<file path="src/rtl/edsac_order_pkg.sv">
// Shared EDSAC order definitions: function codes, control-line bit positions
// and the sequencer state encoding.
package edsac_order_pkg;

    localparam logic [4:0] FN_P     = 5'd0;
    localparam logic [4:0] FN_Q     = 5'd1;
    localparam logic [4:0] FN_W     = 5'd2;
    localparam logic [4:0] FN_E     = 5'd3;
    localparam logic [4:0] FN_R     = 5'd4;
    localparam logic [4:0] FN_T     = 5'd5;
    localparam logic [4:0] FN_Y     = 5'd6;
    localparam logic [4:0] FN_U     = 5'd7;
    localparam logic [4:0] FN_I     = 5'd8;
    localparam logic [4:0] FN_O     = 5'd9;
    localparam logic [4:0] FN_J     = 5'd10;
    localparam logic [4:0] FN_PI    = 5'd11;
    localparam logic [4:0] FN_S     = 5'd12;
    localparam logic [4:0] FN_Z     = 5'd13;
    localparam logic [4:0] FN_K     = 5'd14;
    localparam logic [4:0] FN_ERASE = 5'd15;
    localparam logic [4:0] FN_BLANK = 5'd16;
    localparam logic [4:0] FN_F     = 5'd17;
    localparam logic [4:0] FN_THETA = 5'd18;
    localparam logic [4:0] FN_D     = 5'd19;
    localparam logic [4:0] FN_PHI   = 5'd20;
    localparam logic [4:0] FN_H     = 5'd21;
    localparam logic [4:0] FN_N     = 5'd22;
    localparam logic [4:0] FN_M     = 5'd23;
    localparam logic [4:0] FN_DELTA = 5'd24;
    localparam logic [4:0] FN_L     = 5'd25;
    localparam logic [4:0] FN_X     = 5'd26;
    localparam logic [4:0] FN_G     = 5'd27;
    localparam logic [4:0] FN_A     = 5'd28;
    localparam logic [4:0] FN_B     = 5'd29;
    localparam logic [4:0] FN_C     = 5'd30;
    localparam logic [4:0] FN_V     = 5'd31;

    localparam int C1_IDX  = 0;
    localparam int C2_IDX  = 1;
    localparam int C3_IDX  = 2;
    localparam int C4_IDX  = 3;
    localparam int C5_IDX  = 4;
    localparam int C6_IDX  = 5;
    localparam int C7_IDX  = 6;
    localparam int C8_IDX  = 7;
    localparam int C9_IDX  = 8;
    localparam int C10_IDX = 9;
    localparam int C11_IDX = 10;
    localparam int C12_IDX = 11;
    localparam int C13_IDX = 12;
    localparam int C14_IDX = 13;
    localparam int C15_IDX = 14;
    localparam int C16_IDX = 15;
    localparam int C17_IDX = 16;
    localparam int C18_IDX = 17;
    localparam int C19_IDX = 18;
    localparam int C20_IDX = 19;
    localparam int C21_IDX = 20;
    localparam int C22_IDX = 21;
    localparam int C23_IDX = 22;
    localparam int C24_IDX = 23;
    localparam int C25_IDX = 24;
    localparam int C26_IDX = 25;
    localparam int C27_IDX = 26;

    typedef enum logic [1:0] {
        ST_IDLE,
        ST_EXEC,
        ST_DONE,
        ST_HALT
    } seq_state_e;

endpackage

</file>
<file path="src/rtl/order_decode.sv">
// Combinational EDSAC order decoder: function code to c1-c27 lines plus stop flag.
// ORDER_SEQ_EXT_ORDERS_EN turns J and P into no-op orders instead of stops.
module order_decode
    import edsac_order_pkg::*;
(
    input  logic [4:0]  fn_i,
    output logic [26:0] ctrl_o,
    output logic        stop_o
);

    always_comb begin
        ctrl_o = '0;
        stop_o = 1'b0;
        case (fn_i)
            FN_A: begin ctrl_o[C1_IDX] = 1'b1; ctrl_o[C2_IDX] = 1'b1; ctrl_o[C26_IDX] = 1'b1; end
            FN_S: begin ctrl_o[C1_IDX] = 1'b1; ctrl_o[C3_IDX] = 1'b1; ctrl_o[C26_IDX] = 1'b1; end
            FN_C: begin
                ctrl_o[C1_IDX]  = 1'b1; ctrl_o[C4_IDX]  = 1'b1;
                ctrl_o[C24_IDX] = 1'b1; ctrl_o[C26_IDX] = 1'b1;
            end
            FN_V: begin
                ctrl_o[C1_IDX]  = 1'b1; ctrl_o[C5_IDX]  = 1'b1;
                ctrl_o[C14_IDX] = 1'b1; ctrl_o[C26_IDX] = 1'b1;
            end
            FN_N: begin
                ctrl_o[C1_IDX]  = 1'b1; ctrl_o[C5_IDX]  = 1'b1;
                ctrl_o[C11_IDX] = 1'b1; ctrl_o[C26_IDX] = 1'b1;
            end
            FN_R: begin ctrl_o[C6_IDX] = 1'b1; ctrl_o[C7_IDX] = 1'b1; end
            FN_L: begin ctrl_o[C6_IDX] = 1'b1; ctrl_o[C8_IDX] = 1'b1; end
            FN_X: begin ctrl_o[C9_IDX] = 1'b1; ctrl_o[C12_IDX] = 1'b1; end
            FN_Y: begin ctrl_o[C9_IDX] = 1'b1; ctrl_o[C13_IDX] = 1'b1; end
            FN_G: ctrl_o[C10_IDX] = 1'b1;
            FN_I: begin ctrl_o[C16_IDX] = 1'b1; ctrl_o[C17_IDX] = 1'b1; ctrl_o[C27_IDX] = 1'b1; end
            FN_T: begin ctrl_o[C17_IDX] = 1'b1; ctrl_o[C19_IDX] = 1'b1; ctrl_o[C20_IDX] = 1'b1; end
            FN_U: begin ctrl_o[C17_IDX] = 1'b1; ctrl_o[C19_IDX] = 1'b1; end
            FN_F: ctrl_o[C17_IDX] = 1'b1;
            FN_H: begin ctrl_o[C18_IDX] = 1'b1; ctrl_o[C24_IDX] = 1'b1; ctrl_o[C26_IDX] = 1'b1; end
            FN_O: begin ctrl_o[C21_IDX] = 1'b1; ctrl_o[C27_IDX] = 1'b1; end
            FN_E: ctrl_o[C25_IDX] = 1'b1;
`ifdef ORDER_SEQ_EXT_ORDERS_EN
            FN_J, FN_P: ;
`else
            FN_J, FN_P: stop_o = 1'b1;
`endif
            FN_PI, FN_K, FN_ERASE, FN_BLANK, FN_THETA, FN_D, FN_PHI,
            FN_M, FN_DELTA, FN_B, FN_Z, FN_Q, FN_W: stop_o = 1'b1;
            default: ;
        endcase
        if (stop_o) ctrl_o[C22_IDX] = 1'b1;
        // c15 and c23 are unassigned lines in this machine and are tied low
        ctrl_o[C15_IDX] = 1'b0;
        ctrl_o[C23_IDX] = 1'b0;
    end

endmodule

</file>
<file path="src/rtl/order_sequencer.sv">
// Handshaked EDSAC order sequencer: decode, hold control lines for N minor cycles,
// then complete or halt. ORDER_SEQ_EXT_ORDERS_EN (in order_decode) makes J/P no-ops.
module order_sequencer
    import edsac_order_pkg::*;
#(
    parameter int CNT_W      = 5,
    parameter int STD_CYCLES = 1,
    parameter int MUL_CYCLES = 4
) (
    input  logic        clk,
    input  logic        rst,
    input  logic        order_valid,
    output logic        order_ready,
    input  logic [4:0]  order_fn,
    input  logic [9:0]  order_addr,
    input  logic        order_long,
    input  logic        mc_tick,
    input  logic        starter,
    output logic [26:0] ctrl,
    output logic        busy,
    output logic        done,
    output logic        halted
);

    localparam int CNT_MAX = (1 << CNT_W) - 1;

    seq_state_e        state_q;
    logic [CNT_W-1:0]  cnt_q;
    logic [CNT_W-1:0]  len_d;
    logic [26:0]       ctrl_q;
    logic              busy_q, done_q, halted_q;
    logic [26:0]       dec_ctrl;
    logic              dec_stop;

    // Shift length: 1 + position of the lowest set bit, 12 when the field is empty
    function automatic int shift_len(input logic [10:0] field);
        int n;
        n = 12;
        for (int i = 10; i >= 0; i--) begin
            if (field[i]) n = i + 1;
        end
        return n;
    endfunction

    function automatic logic [CNT_W-1:0] sat_len(input int n);
        if (n > CNT_MAX) return CNT_MAX[CNT_W-1:0];
        if (n < 1)       return {{(CNT_W-1){1'b0}}, 1'b1};
        return n[CNT_W-1:0];
    endfunction

    order_decode u_decode (
        .fn_i   (order_fn),
        .ctrl_o (dec_ctrl),
        .stop_o (dec_stop)
    );

    always_comb begin
        case (order_fn)
            FN_V, FN_N: len_d = sat_len(MUL_CYCLES);
            FN_R, FN_L: len_d = sat_len(shift_len({order_addr, order_long}));
            default:    len_d = sat_len(STD_CYCLES);
        endcase
    end

    always_ff @(posedge clk) begin
        if (rst) begin
            state_q  <= ST_IDLE;
            cnt_q    <= '0;
            ctrl_q   <= '0;
            busy_q   <= 1'b0;
            done_q   <= 1'b0;
            halted_q <= 1'b0;
        end else begin
            case (state_q)
                ST_IDLE: begin
                    done_q <= 1'b0;
                    if (order_valid) begin
                        ctrl_q <= dec_ctrl;
                        cnt_q  <= len_d;
                        if (dec_stop) begin
                            state_q  <= ST_HALT;
                            halted_q <= 1'b1;
                        end else begin
                            state_q <= ST_EXEC;
                            busy_q  <= 1'b1;
                        end
                    end
                end
                ST_EXEC: begin
                    if (mc_tick) begin
                        cnt_q <= cnt_q - 1'b1;
                        if (cnt_q == CNT_W'(1)) begin
                            state_q <= ST_DONE;
                            busy_q  <= 1'b0;
                            done_q  <= 1'b1;
                            ctrl_q  <= '0;
                        end
                    end
                end
                ST_DONE: begin
                    state_q <= ST_IDLE;
                    done_q  <= 1'b0;
                end
                ST_HALT: begin
                    if (starter) begin
                        state_q  <= ST_IDLE;
                        halted_q <= 1'b0;
                        ctrl_q   <= '0;
                    end
                end
                default: state_q <= ST_IDLE;
            endcase
        end
    end

    assign order_ready = (state_q == ST_IDLE);
    assign ctrl        = ctrl_q;
    assign busy        = busy_q;
    assign done        = done_q;
    assign halted      = halted_q;

endmodule

</file>
<file path="config.mk">
export PLATFORM = sky130hd
export DESIGN_NAME = order_sequencer
export DESIGN_NICKNAME = d
export VERILOG_FILES = /design/src/rtl/edsac_order_pkg.sv /design/src/rtl/order_decode.sv /design/src/rtl/order_sequencer.sv
export SDC_FILE = /design/constraint.sdc
export NUM_CORES = 1
export LEC_CHECK = 0
export BUFFER_PORTS_ARGS = -buffer_cell sky130_fd_sc_hd__buf_2
export CORE_MARGIN = 2
export CORE_UTILIZATION = 40
export CTS_CLUSTER_DIAMETER = 150
export DETAILED_ROUTE_END_ITERATION = 16
export PLACE_DENSITY = 0.6
export SLEW_MARGIN = 40
export SYNTH_ARGS = -nofsm -noshare
export SYNTH_HDL_FRONTEND = slang
export SYNTH_SLANG_ARGS = --single-unit
</file>
<file path="constraint.sdc">
create_clock -name clk -period 3.7 [get_ports clk]
set_input_delay 0.555 -clock clk [delete_from_list [all_inputs] [get_ports clk]]
set_output_delay 0.555 -clock clk [all_outputs]
set_load 0.02 [all_outputs]
</file>
# Yosys cells after proc, flatten, opt, wreduce, memory -nomap -nowiden
# Index checks and enable logic that the tools add are counted.
# Widths: inputs -> output; s select.
[word_totals]
output_inout_bits = 31
regBits = 37
word_cells = 147
[classes]
add_sub_neg = 1
reduce_logical = 23
n_eq_ne = 41
mux = 74
magnitude_cmp = 2
[op_table]
columns = ["op", "count"]
rows = [
  ["$mux 32", 11],
  ["$mux 27", 4],
  ["$pmux 27 s3", 1],
  ["$eq 5x5->1 const B", 16],
  ["$eq 5x4->1 const B", 8],
  ["$mux 1", 40],
  ["$gt 32x6->1 const B", 1],
  ["$lt 32x2->1 const B", 1],
  ["$mux 5", 6],
  ["$eq 5x3->1 const B", 4],
  ["$pmux 5 s2", 2],
  ["$reduce_or 15->1", 1],
  ["$reduce_or 2->1", 7],
  ["$eq 5x1->1 const B", 2],
  ["$eq 5x2->1 const B", 2],
  ["$mux 2", 5],
  ["$ne 2x2->1 const B", 5],
  ["$reduce_and 5->1", 2],
  ["$pmux 2 s4", 1],
  ["$reduce_and 4->1", 2],
  ["$pmux 1 s2", 3],
  ["$reduce_and 3->1", 2],
  ["$reduce_bool 2->1", 3],
  ["$reduce_or 6->1", 1],
  ["other kinds (10)", 11],
]

# Logic depth before layout (Yosys ltp)
# Gate-level depths: netlist of run 1.
[depth]
word_depth = 22
ltp_mapped = 9

# Modules after synthesis
# Synthesis of run 1 repeated with hierarchy kept, for this count alone.
[unflattened]
cells_unflattened = 229
hier_area_um2 = 2016.9
[modules_own_cells]
columns = ["mod", "area_each_um2", "instances", "cells_each"]
rows = [
  ["order_sequencer", 1582.8, 1, 156],
  ["order_decode", 434.2, 1, 73],
]

# Least setup slack after synthesis of run 1
# No wires, ideal clock.
[synth_timing]
path_type = "input -> register"
startpoint = "in order_fn[3]"
endpoint = "reg cnt_q[2]"
stages = 6
setup_slack_ns = 1.780
t_arrival_ns = 1.845
path_cell_list = "buf_2 -> or3b_1 -> mux2_2 -> nor4_2 -> nand4_1 -> a31oi_1"
[synth_between]
elab_chain_cells = 5
elab_cells_between_ends = 9
classes_between = "eq/ne: 4; mux: 3; reduce/logical: 2"
[synth_lines]
columns = ["element", "line", "rtl"]
rows = [
  ["from (decl)", "order_sequencer.sv:14", "input logic [4:0] order_fn,"],
  ["$eq 5x3->1 or $eq 5x5->1 (tied branches)", "order_sequencer.sv:58", "case (order_fn)"],
  ["$reduce_or 2->1 (no line)", "n/a", ""],
  ["$pmux 5 s2 (*)", "order_sequencer.sv:58", ""],
  ["$mux 5 (*)", "order_sequencer.sv:77", "if (order_valid) begin"],
  ["$pmux 5 s2 (*)", "order_sequencer.sv:74", "case (state_q)"],
  ["to (signal assigned)", "order_sequencer.sv:79", "cnt_q <= len_d;"],
  ["to (signal assigned)", "order_sequencer.sv:91", "cnt_q <= cnt_q - 1'b1;"],
  ["to (decl)", "order_sequencer.sv:28", "logic [CNT_W-1:0] cnt_q;"],
]
# Every way passes the cells marked *; elsewhere a longest branch is shown, timed or not. The select of a mux whose other input is x is not followed.
# A chain may end at the register's enable or synchronous reset.

# Worst setup path in the final report of run 1
[layout_timing]
startpoint = "reg state_q[1]"
endpoint = "reg ctrl_q[10], in the netlist ctrl[10]"
[layout_between]
elab_chain_cells = 3
elab_cells_between_ends = 10
classes_between = "eq/ne: 6; mux: 1; reduce/logical: 3"
[layout_lines]
columns = ["element", "line", "rtl"]
rows = [
  ["from (decl)", "order_sequencer.sv:27", "seq_state_e state_q;"],
  ["from (signal assigned)", "order_sequencer.sv:67", "state_q <= ST_IDLE;"],
  ["from (signal assigned)", "order_sequencer.sv:81", "state_q <= ST_HALT;"],
  ["from (signal assigned)", "order_sequencer.sv:84", "state_q <= ST_EXEC;"],
  ["$eq 2x1->1 (tied with other cells)", "order_sequencer.sv:74", ""],
  ["$ne 2x2->1 (no line) or $reduce_bool 3->1 (tied branches)", "n/a", ""],
  ["$reduce_and 5->1 (no line)", "n/a", ""],
  ["to (signal assigned)", "order_sequencer.sv:78", "ctrl_q <= dec_ctrl;"],
  ["to (decl)", "order_sequencer.sv:30", "logic [26:0] ctrl_q;"],
]
# Several ways; a longest one is shown, not always the timed one.

==> flow_metrics.tcl, run 1 <==
set metrics [dict create \
    setup_violations 0 \
    die_y_um 71.5 \
    postCtsHoldBufs 0 \
    grt_overflow 0 \
    setup_tns_ns 0 \
    period_needed_ns 2.32 \
    ys_seq_area_frac 0.385 \
    syn_area_um2 1820 \
    grtUsageTotal 0.181 \
    p_leak_nw 0.872 \
    ys_seq_elements 35 \
    port_buffers 49 \
    holdPathEnd "ctrl[8]" \
    drv_cap 0 \
    route.detailed.drc 0 \
    slew_viol_final 0 \
    rsz0062_at_grt "false" \
    dieArea_um2 5110 \
    pwr-share-seq 0.435 \
    crit_path_start_kind "flip-flop" \
    gp_congestion 0.818 \
    num_rows 24 \
    synth-async-reset-ratio 0 \
    hold_start "ctrl[8]" \
    drt_wl_total_um 4270 \
    post-route-util 0.495 \
    synth_top_cell_by_area "dfxtp_1" \
    layout-area-overhead-vs-synth_pct 19.2 \
    wl_per_cell_um 13.4 \
    drt-pass1-iter-count 4 \
    p_per_area_nw_per_um2 437 \
    r2r-end "ctrl[10]" \
    cts_buffers 5 \
    fin_worst_skew_ns 0.00256 \
    antenna_cells 0 \
    avgSynthCellArea_um2 8.06 \
    p_comb_frac 0.191 \
    critical_path_class "flip-flop to flip-flop" \
    status "completed" \
    ys.flop_type "dfxtp_1" \
    end_kind "flip-flop" \
    final_antenna_net_count 0 \
    internal-power_mw 0.679 \
    viasPerCell 5.36 \
    fp.dieW_um 71.5 \
    grt_max_degree 37 \
    start_util 0.415 \
    fin_cells 319 \
    grt_pass1_vias 1583 \
    grt_pass1_wl_um 7340 \
    drive_above_1_share 0.240 \
    htreeDepth 2 \
    holdPathStages 2 \
    vias 1709 \
    period_share 0.626 \
    worst_pin_slew_ns 0.648 \
    dp_hpwl_um 3010 \
    drtIter0Drc 82 \
    synth_edf_count 0 \
    yosysWarningCount 0 \
    clockBufferDepth 2 \
    power.share.clock 0.374 \
    synthTopCellsByCount "dfxtp_1, nand2_1, a21oi_1, nor2_1, clkbuf_1" \
    cts_sinks 35 \
    ff2ff_setup_slack_ns 1.38 \
    clock_insertion_delay_worst_skew_ns 0.29 \
    power.switching_mw 0.270 \
    coreArea_um2 4380 \
    arrival_ns 2.53 \
    ios 52 \
    path_max_fanout 24 \
    grt_antenna_before_repair 0 \
    yosysMostFrequentCell "dfxtp_1" \
    max_slew_margin 0.568 \
    rr_worst_depth 6 \
    synth.area.top_cells "dfxtp_1, a21oi_1, nand2_1, nor2_1, nand3b_1" \
    cts_tree "built" \
    cts_root_buffer "clkbuf_8" \
    nets 289 \
    placed_cells_incl_taps 311 \
    synth_top_area_share 0.385 \
    swShare 0.284 \
    finalPower_mw 0.949 \
    peakVddDrop_uv 203 \
    cts_setup_buffers 0 \
    max_freq_mhz 432 \
    required_ns 3.91 \
    synth_cell_types 52 \
    finalHoldViolations 0 \
    cts-resized-gates 0 \
    synth_cells 226 \
    hold_path.class "flip-flop to flip-flop" \
    timing.rr.start "state_q[1]" \
    clk_transition_reported_paths_ns 0.07 \
]
cell usage in the layout (no fill, tap or decap), types with 3 or more instances in the layout:
master,n
nor2b_1,5
clkbuf_8,6
nor3_1,7
or3_1,6
nor2_1,23
nand3b_1,6
a31oi_1,7
xnor2_1,3
o21ai_1,4
a21oi_1,23
a32oi_1,3
buf_2,49
mux2i_1,3
nand3_1,5
nand2b_1,4
nand2_1,26
o21ai_0,5
dfxtp_1,35
inv_1,4
routing by layer:
metal,share of wire,up-vias,track usage
met1,0.50,757,0.259
li1,-,897,-
met3,0.062,7,0.0492
met2,0.42,48,0.258
met5,0,-,0
met4,0.017,0,0.0692
worst max-delay path by stage:
stage / startpoint / end / slack (ns) / depth (start not counted)
after global placement: order_valid / ctrl[10] / 1.27 / 7
after detailed placement: order_valid / ctrl[10] / 1.24 / 7
after CTS: state_q[1] / ctrl[24] / 1.39 / 6
after floorplan: order_fn[3] / cnt_q[2] / 1.78 / 6
after global routing: state_q[1] / ctrl[24] / 1.20 / 6
final: state_q[1] / ctrl[10] / 1.38 / 6
metrics by stage:
step | cell area (um2) | worst slack [ns] | hold slack [ns]
3_3_place_gp | 2050 | 1.27 | 0.437
5_1_grt | 2170 | 1.20 | 0.483
4_1_cts | 2170 | 1.39 | 0.452
2_1_floorplan | 1820 | 1.78 | 0.468
6_report | 2170 | 1.38 | 0.448
3_5_place_dp | 2050 | 1.24 | 0.442
sequential cells by signal (all words and copies together), names as in the netlist:
| register | cells |
|---|---|
| state_q | 2 |
| ctrl | 25 |
| halted | 1 |
| done | 1 |
| busy | 1 |
| cnt_q | 5 |
power by group through the flow:
| stage | combinational [mW] | sequential [mW] | clock (mW) |
|---|---|---|---|
| after floorplan | 0.136 | 0.422 | 0 |
| after global placement | 0.181 | 0.422 | 0 |
| after detailed placement | 0.181 | 0.422 | 0 |
| after CTS | 0.182 | 0.413 | 0.367 |
| after global routing | 0.205 | 0.417 | 0.384 |
| final | 0.181 | 0.413 | 0.355 |
area by class of cell:
class                      instances  area [um2]
tap                               52        65.1
timing repair buffer              50         253
clock buffer                       6        82.6
clock inverter                     2        35.0
inverter                           5        18.8
fill                             453        2210
sequential                        35         701
multi-input combinational        169        1020
critical path, cell delays in order (launching register included):
cell and delay [ns]:
dfxtp_1 0.45, nor3b_4 0.48, a31oi_1 0.08, o21a_1 0.30, buf_4 0.29, or4_1 0.51, a21oi_1 0.14
cells by family after synthesis:
group                    share of synthesized area
buffers and inverters                       0.0591
adder cells (fa/ha/maj)                     0.0137
AO/OA/AOI/OAI                                0.207
other                                      0.00206
multiplexers                                0.0227
flip-flops                                   0.385
AND/OR/NAND/NOR                              0.296
XOR/XNOR                                    0.0144
No activity file was read; power rests on OpenSTA's default activity.
==> inputs of run 2 (changes only) <==
- PLACE_DENSITY: 0.6 -> 0.63
- clock period: 3.7 -> 1.9 ns (I/O delays scaled with it)
==> flow_metrics.tcl, run 2 (same netlist as run 1, synthesis figures left out) <==
set metrics [dict create \
    dieArea_um2 5110 \
    route.detailed.drc 0 \
    htreeDepth 2 \
    status "completed" \
    viasPerCell 5.42 \
    grt_antenna_before_repair 0 \
    postCtsHoldBufs 0 \
    cts_root_buffer "clkbuf_8" \
    cts_tree "built" \
    drtIter0Drc 103 \
    clk_transition_reported_paths_ns 0.07 \
    rsz0062_at_grt "false" \
    multi_input_area_um2 1020 \
    slowest_delay_ns 0.38 \
    drt_wl_total_um 4490 \
    grt_overflow 0 \
    num_rows 24 \
    ios 52 \
    final_common_cell "buf_2" \
    drt-pass1-iter-count 4 \
    grt_pass1_vias 1686 \
    grt_pass1_wl_um 7650 \
    power.switching_mw 0.542 \
    nets 302 \
    pwr-share-seq 0.420 \
    final_cell_mix "buf_2, dfxtp_1, nand2_1, a21oi_1, nor2_1" \
    critical_path_class "flip-flop to flip-flop" \
    max_freq_mhz 571 \
    clock_insertion_delay_worst_skew_ns 0.28 \
    peakVddDrop_uv 434 \
    cts_sinks 35 \
    antenna_cells 0 \
    fin_worst_skew_ns 0.00587 \
    end_kind "flip-flop" \
    swShare 0.285 \
    ff2ff_setup_slack_ns 0.15 \
    port_buffers 49 \
    grt_util_met3 0.0422 \
    rr_worst_depth 6 \
    wl_per_cell_um 13.5 \
    hold_path.class "primary input to flip-flop" \
    holdPathStages 3 \
    setup_tns_ns 0 \
    layout-area-overhead-vs-synth_pct 24.8 \
    start_util 0.415 \
    required_ns 2.11 \
    dp_hpwl_um 3350 \
    r2r-end "ctrl[9]" \
    crit_path_start_kind "flip-flop" \
    grtUsageTotal 0.186 \
    vias 1798 \
    post_dp_cell_area_um2 2150 \
    internal-power_mw 1.36 \
    cp_slowest_cell "or3_1" \
    period_share 0.921 \
    holdPathEnd "state_q[0]" \
    clockBufferDepth 2 \
    p_leak_nw 0.934 \
    met2_usage 0.294 \
    drv_cap 0 \
    fill_cells 419 \
    hold_start "starter" \
    coreArea_um2 4380 \
    crit_chain "nor3_1 > nand3_1 > o21a_1 > buf_4 > or3_1 > a21oi_1" \
    arrival_ns 1.96 \
    setup_violations 0 \
    die_y_um 71.5 \
    timing.rr.start "cnt_q[2]" \
    final_area_um2 2270 \
    finalHoldViolations 0 \
    slew_viol_final 0 \
    cts_buffers 5 \
    p_per_area_nw_per_um2 836 \
    path_max_fanout 14 \
    seq_area_um2 702 \
    final_antenna_net_count 0 \
    drive_above_1_share 0.282 \
    fp.dieW_um 71.5 \
    period_needed_ns 1.75 \
    grt-busiest-layer "met2" \
    p_comb_frac 0.215 \
    power.share.clock 0.365 \
    grt_max_degree 23 \
    use_met1 0.254 \
    largest_reg_flops 25 \
    gp_congestion 0.819 \
]
[run 2: cell count changes in the layout (fill, tap and decap cells not counted)]
cell	change
buf_4	+13
dfxtp_1	-1
dfxtp_2	+1
nor2_1	-1
nor2_2	+1
[run 2: timing repair]
item | 4_1_cts | 5_1_grt
hold endpoints to repair | 0 | 0
buffers inserted | 0 | 0
endpoints found under the setup margin | 0 | 3
gates resized for setup | 0 | 2
[run 2: routing by layer]
metal  vias up  routed length (um)
li1        914                   -
met1       825                2190
met2        53                1990
met3         6                 242
met4         0                  61
met5         -                   0
[run 2: metrics by stage]
step                      setup WS, ns  hold WS (ns)  instances  utilization  power, mW
after floorplan                  0.185         0.468        227            -       1.09
after global placement           0.166         0.435        324        0.491       1.21
after detailed placement         0.132         0.442        324        0.491       1.22
after CTS                        0.147         0.333        332        0.517       1.91
after global routing            0.0110         0.351        332        0.518       1.99
final                            0.150         0.344        332        0.518       1.90
[run 2: worst max-delay path by stage]
stage	depth (start not counted)	endpoint	startpoint
2_1_floorplan	6	ctrl[25]	state_q[0]
3_3_place_gp	5	ctrl[25]	cnt_q[0]
3_5_place_dp	6	cnt_q[3]	order_fn[2]
4_1_cts	6	ctrl[9]	cnt_q[0]
5_1_grt	7	ctrl[12]	cnt_q[1]
6_report	6	ctrl[9]	cnt_q[2]
[run 2: final cells by class]
class                   instances  area share
flip-flops and latches         35       0.309
clock inverters                 2      0.0154
multi-input cells             169       0.448
repair buffers                 63       0.154
well taps                      52      0.0286
inverters                       5     0.00826
clock buffers                   6      0.0363
[run 2: power groups by stage]
stage / registers [mW] / logic [mW] / clock network, mW
global placement: 0.813 / 0.401 / 0
finish: 0.798 / 0.408 / 0.693
detailed placement: 0.814 / 0.405 / 0
floorplan: 0.823 / 0.265 / 0
global route: 0.805 / 0.453 / 0.732
CTS: 0.797 / 0.406 / 0.706
[run 2: worst max-delay path, delay by kind of cell (launching register included)]
family,cells,cell delay [ns]
flip-flops,1,0.34
AND/OR/NAND/NOR,3,0.71
AO/OA/AOI/OAI,2,0.42
buffers and inverters,1,0.21
==> inputs of run 3 (changes only) <==
- PLACE_DENSITY: 0.63 -> 0.62
- SYNTH_HIERARCHICAL: unset -> 1
==> flow_metrics.tcl, run 3 <==
set metrics [dict create \
    ys_seq_area_frac 0.367 \
    grtUsageTotal 0.178 \
    drt-pass1-iter-count 4 \
    postCtsHoldBufs 0 \
    coreArea_um2 4790 \
    finalHoldViolations 0 \
    cp-endpoint "ctrl[23]" \
    synth_top_cell_by_area "dfxtp_1" \
    clock_insertion_delay_worst_skew_ns 0.29 \
    cts_tree "built" \
    fp.dieW_um 75.0 \
    grt_max_degree 28 \
    final_common_cell "buf_2" \
    clockBufferDepth 2 \
    required_ns 2.13 \
    synth_edf_count 0 \
    cts_buffers 5 \
    yosysMostFrequentCell "dfxtp_1" \
    setup_tns_ns 0 \
    timing.rr.start "cnt_q[1]" \
    period_needed_ns 1.75 \
    end_kind "flip-flop" \
    syn_area_um2 2020 \
    antenna_cells 0 \
    synth-async-reset-ratio 0 \
    setup_violations 0 \
    layout-area-overhead-vs-synth_pct 18.7 \
    synthTopCellsByCount "dfxtp_1, a22o_1, nor2_1" \
    rr_worst_depth 6 \
    final_antenna_net_count 0 \
    grt_pass1_wl_um 7620 \
    grt_overflow 0 \
    die_y_um 75.0 \
    p_leak_nw 1.06 \
    status "completed" \
    worst_pin_slew_ns 0.757 \
    vias 1821 \
    synth_cells 229 \
    dp_hpwl_um 3490 \
    cts_root_buffer "clkbuf_8" \
    fill_cells 483 \
    p_per_area_nw_per_um2 756 \
    critical_path.startpoint "cnt_q[1]" \
    arrival_ns 1.98 \
    drt_wl_total_um 4780 \
    cts-resized-gates 0 \
    ys_seq_elements 37 \
    max_freq_mhz 572 \
    path_max_fanout 27 \
    critical_path_class "flip-flop to flip-flop" \
    route.detailed.drc 0 \
    avgSynthCellArea_um2 8.81 \
    cts_sinks 37 \
    hold_path.class "primary input to flip-flop" \
    dp_slack_ns 0.110 \
    gp_congestion 0.875 \
    setup_slack_ns 0.153 \
    final_cell_mix "buf_2, dfxtp_1, a22o_1, nor2_1, nand2_1" \
    crit_path_start_kind "flip-flop" \
    post-route-util 0.500 \
    drv_cap 0 \
    slew_viol_final 0 \
    synth_cell_types 57 \
    ios 52 \
    cts_setup_buffers 0 \
    dieArea_um2 5630 \
    wl_per_cell_um 13.9 \
    drtIter0Drc 72 \
    r2r-end "ctrl[23]" \
    drive_above_1_share 0.278 \
    nets 299 \
    num_rows 25 \
    yosysWarningCount 6 \
    start_util 0.421 \
    viasPerCell 5.29 \
    synth.area.top_cells "dfxtp_1, a22o_1, nor2_1, nor3_1, nand2_1" \
    rsz0062_at_grt "false" \
    htreeDepth 2 \
    clk_transition_reported_paths_ns 0.08 \
    synth_top_area_share 0.367 \
    fin_worst_skew_ns 0.00575 \
    peakVddDrop_uv 238 \
    ff2ff_setup_slack_ns 0.15 \
    grt_antenna_before_repair 0 \
    max_slew_margin 0.495 \
    ys.flop_type "dfxtp_1" \
    period_share 0.920 \
    grt_pass1_vias 1615 \
    port_buffers 51 \
    largest_reg_flops 27 \
]
run 3: changes by cell type after synthesis, moves of 4 or more:
cell,change
a21oi_1,-16
a22o_1,+27
a31oi_1,-5
buf_2,+7
clkbuf_1,-9
nand2_1,-10
nand2b_1,+5
nand3b_1,-6
nor2_1,-4
nor3_1,+5
run 3: worst min path at each step:
stage	slack (ns)	cells past startpoint	startpoint	end
after floorplan	0.47	3	order_addr[0]	cnt_q[0]
after global placement	0.46	1	ctrl[6]	ctrl[6]
after detailed placement	0.46	1	ctrl[3]	ctrl[3]
after CTS	0.32	4	order_addr[0]	cnt_q[0]
after global routing	0.33	4	order_addr[0]	cnt_q[0]
final	0.31	4	order_addr[0]	cnt_q[0]
run 3: cell families after synthesis:
logic type	synth area share
AOI/OAI and AO/OA	0.282
xor gates and xnor gates	0.0130
DFF	0.367
buffers and inverters	0.0726
other	0.00186
and+or+nand+nor	0.246
adders and majority gates	0.0124
muxes	0.00496
run 3: power breakdown:
group	internal (mW)	switching [mW]	total, mW
combinational	0.151	0.239	0.390
clock	0.294	0.285	0.579
sequential	0.810	0.0295	0.840
run 3: metrics by stage:
stage / power, mW / hold WS, ns / instances / area (um2)
after floorplan: 1.15 / 0.475 / 230 / 2020
after global placement: 1.24 / 0.460 / 336 / 2290
after detailed placement: 1.25 / 0.459 / 336 / 2300
after CTS: 1.83 / 0.319 / 344 / 2390
after global routing: 1.90 / 0.333 / 344 / 2390
final: 1.81 / 0.314 / 344 / 2390
run 3: critical path: stages, from the launching register on:
cell	delay (ns)
dfxtp_1	0.34
inv_1	0.06
ha_1	0.18
nand2_1	0.12
o311ai_4	0.10
a31oi_4	0.62
a22o_1	0.26
run 3: routing by layer:
| metal | global-route usage | vias to the layer above | wire length, um |
|---|---|---|---|
| met1 | 0.244 | 810 | 2390 |
| li1 | - | 942 | - |
| met5 | 0 | - | 0 |
| met3 | 0.0469 | 5 | 298 |
| met4 | 0.0635 | 0 | 58 |
| met2 | 0.269 | 64 | 2030 |
run 3: layout make-up:
| class | count | area (um2) | area share |
|---|---|---|---|
| Clock buffer | 6 | 82.6 | 0.0345 |
| Sequential cell | 37 | 741 | 0.309 |
| Multi-Input combinational cell | 167 | 1140 | 0.476 |
| Inverter | 7 | 26.3 | 0.0110 |
| Tap cell | 67 | 83.8 | 0.0350 |
| Clock inverter | 2 | 13.8 | 0.00575 |
| Timing Repair Buffer | 58 | 308 | 0.129 |
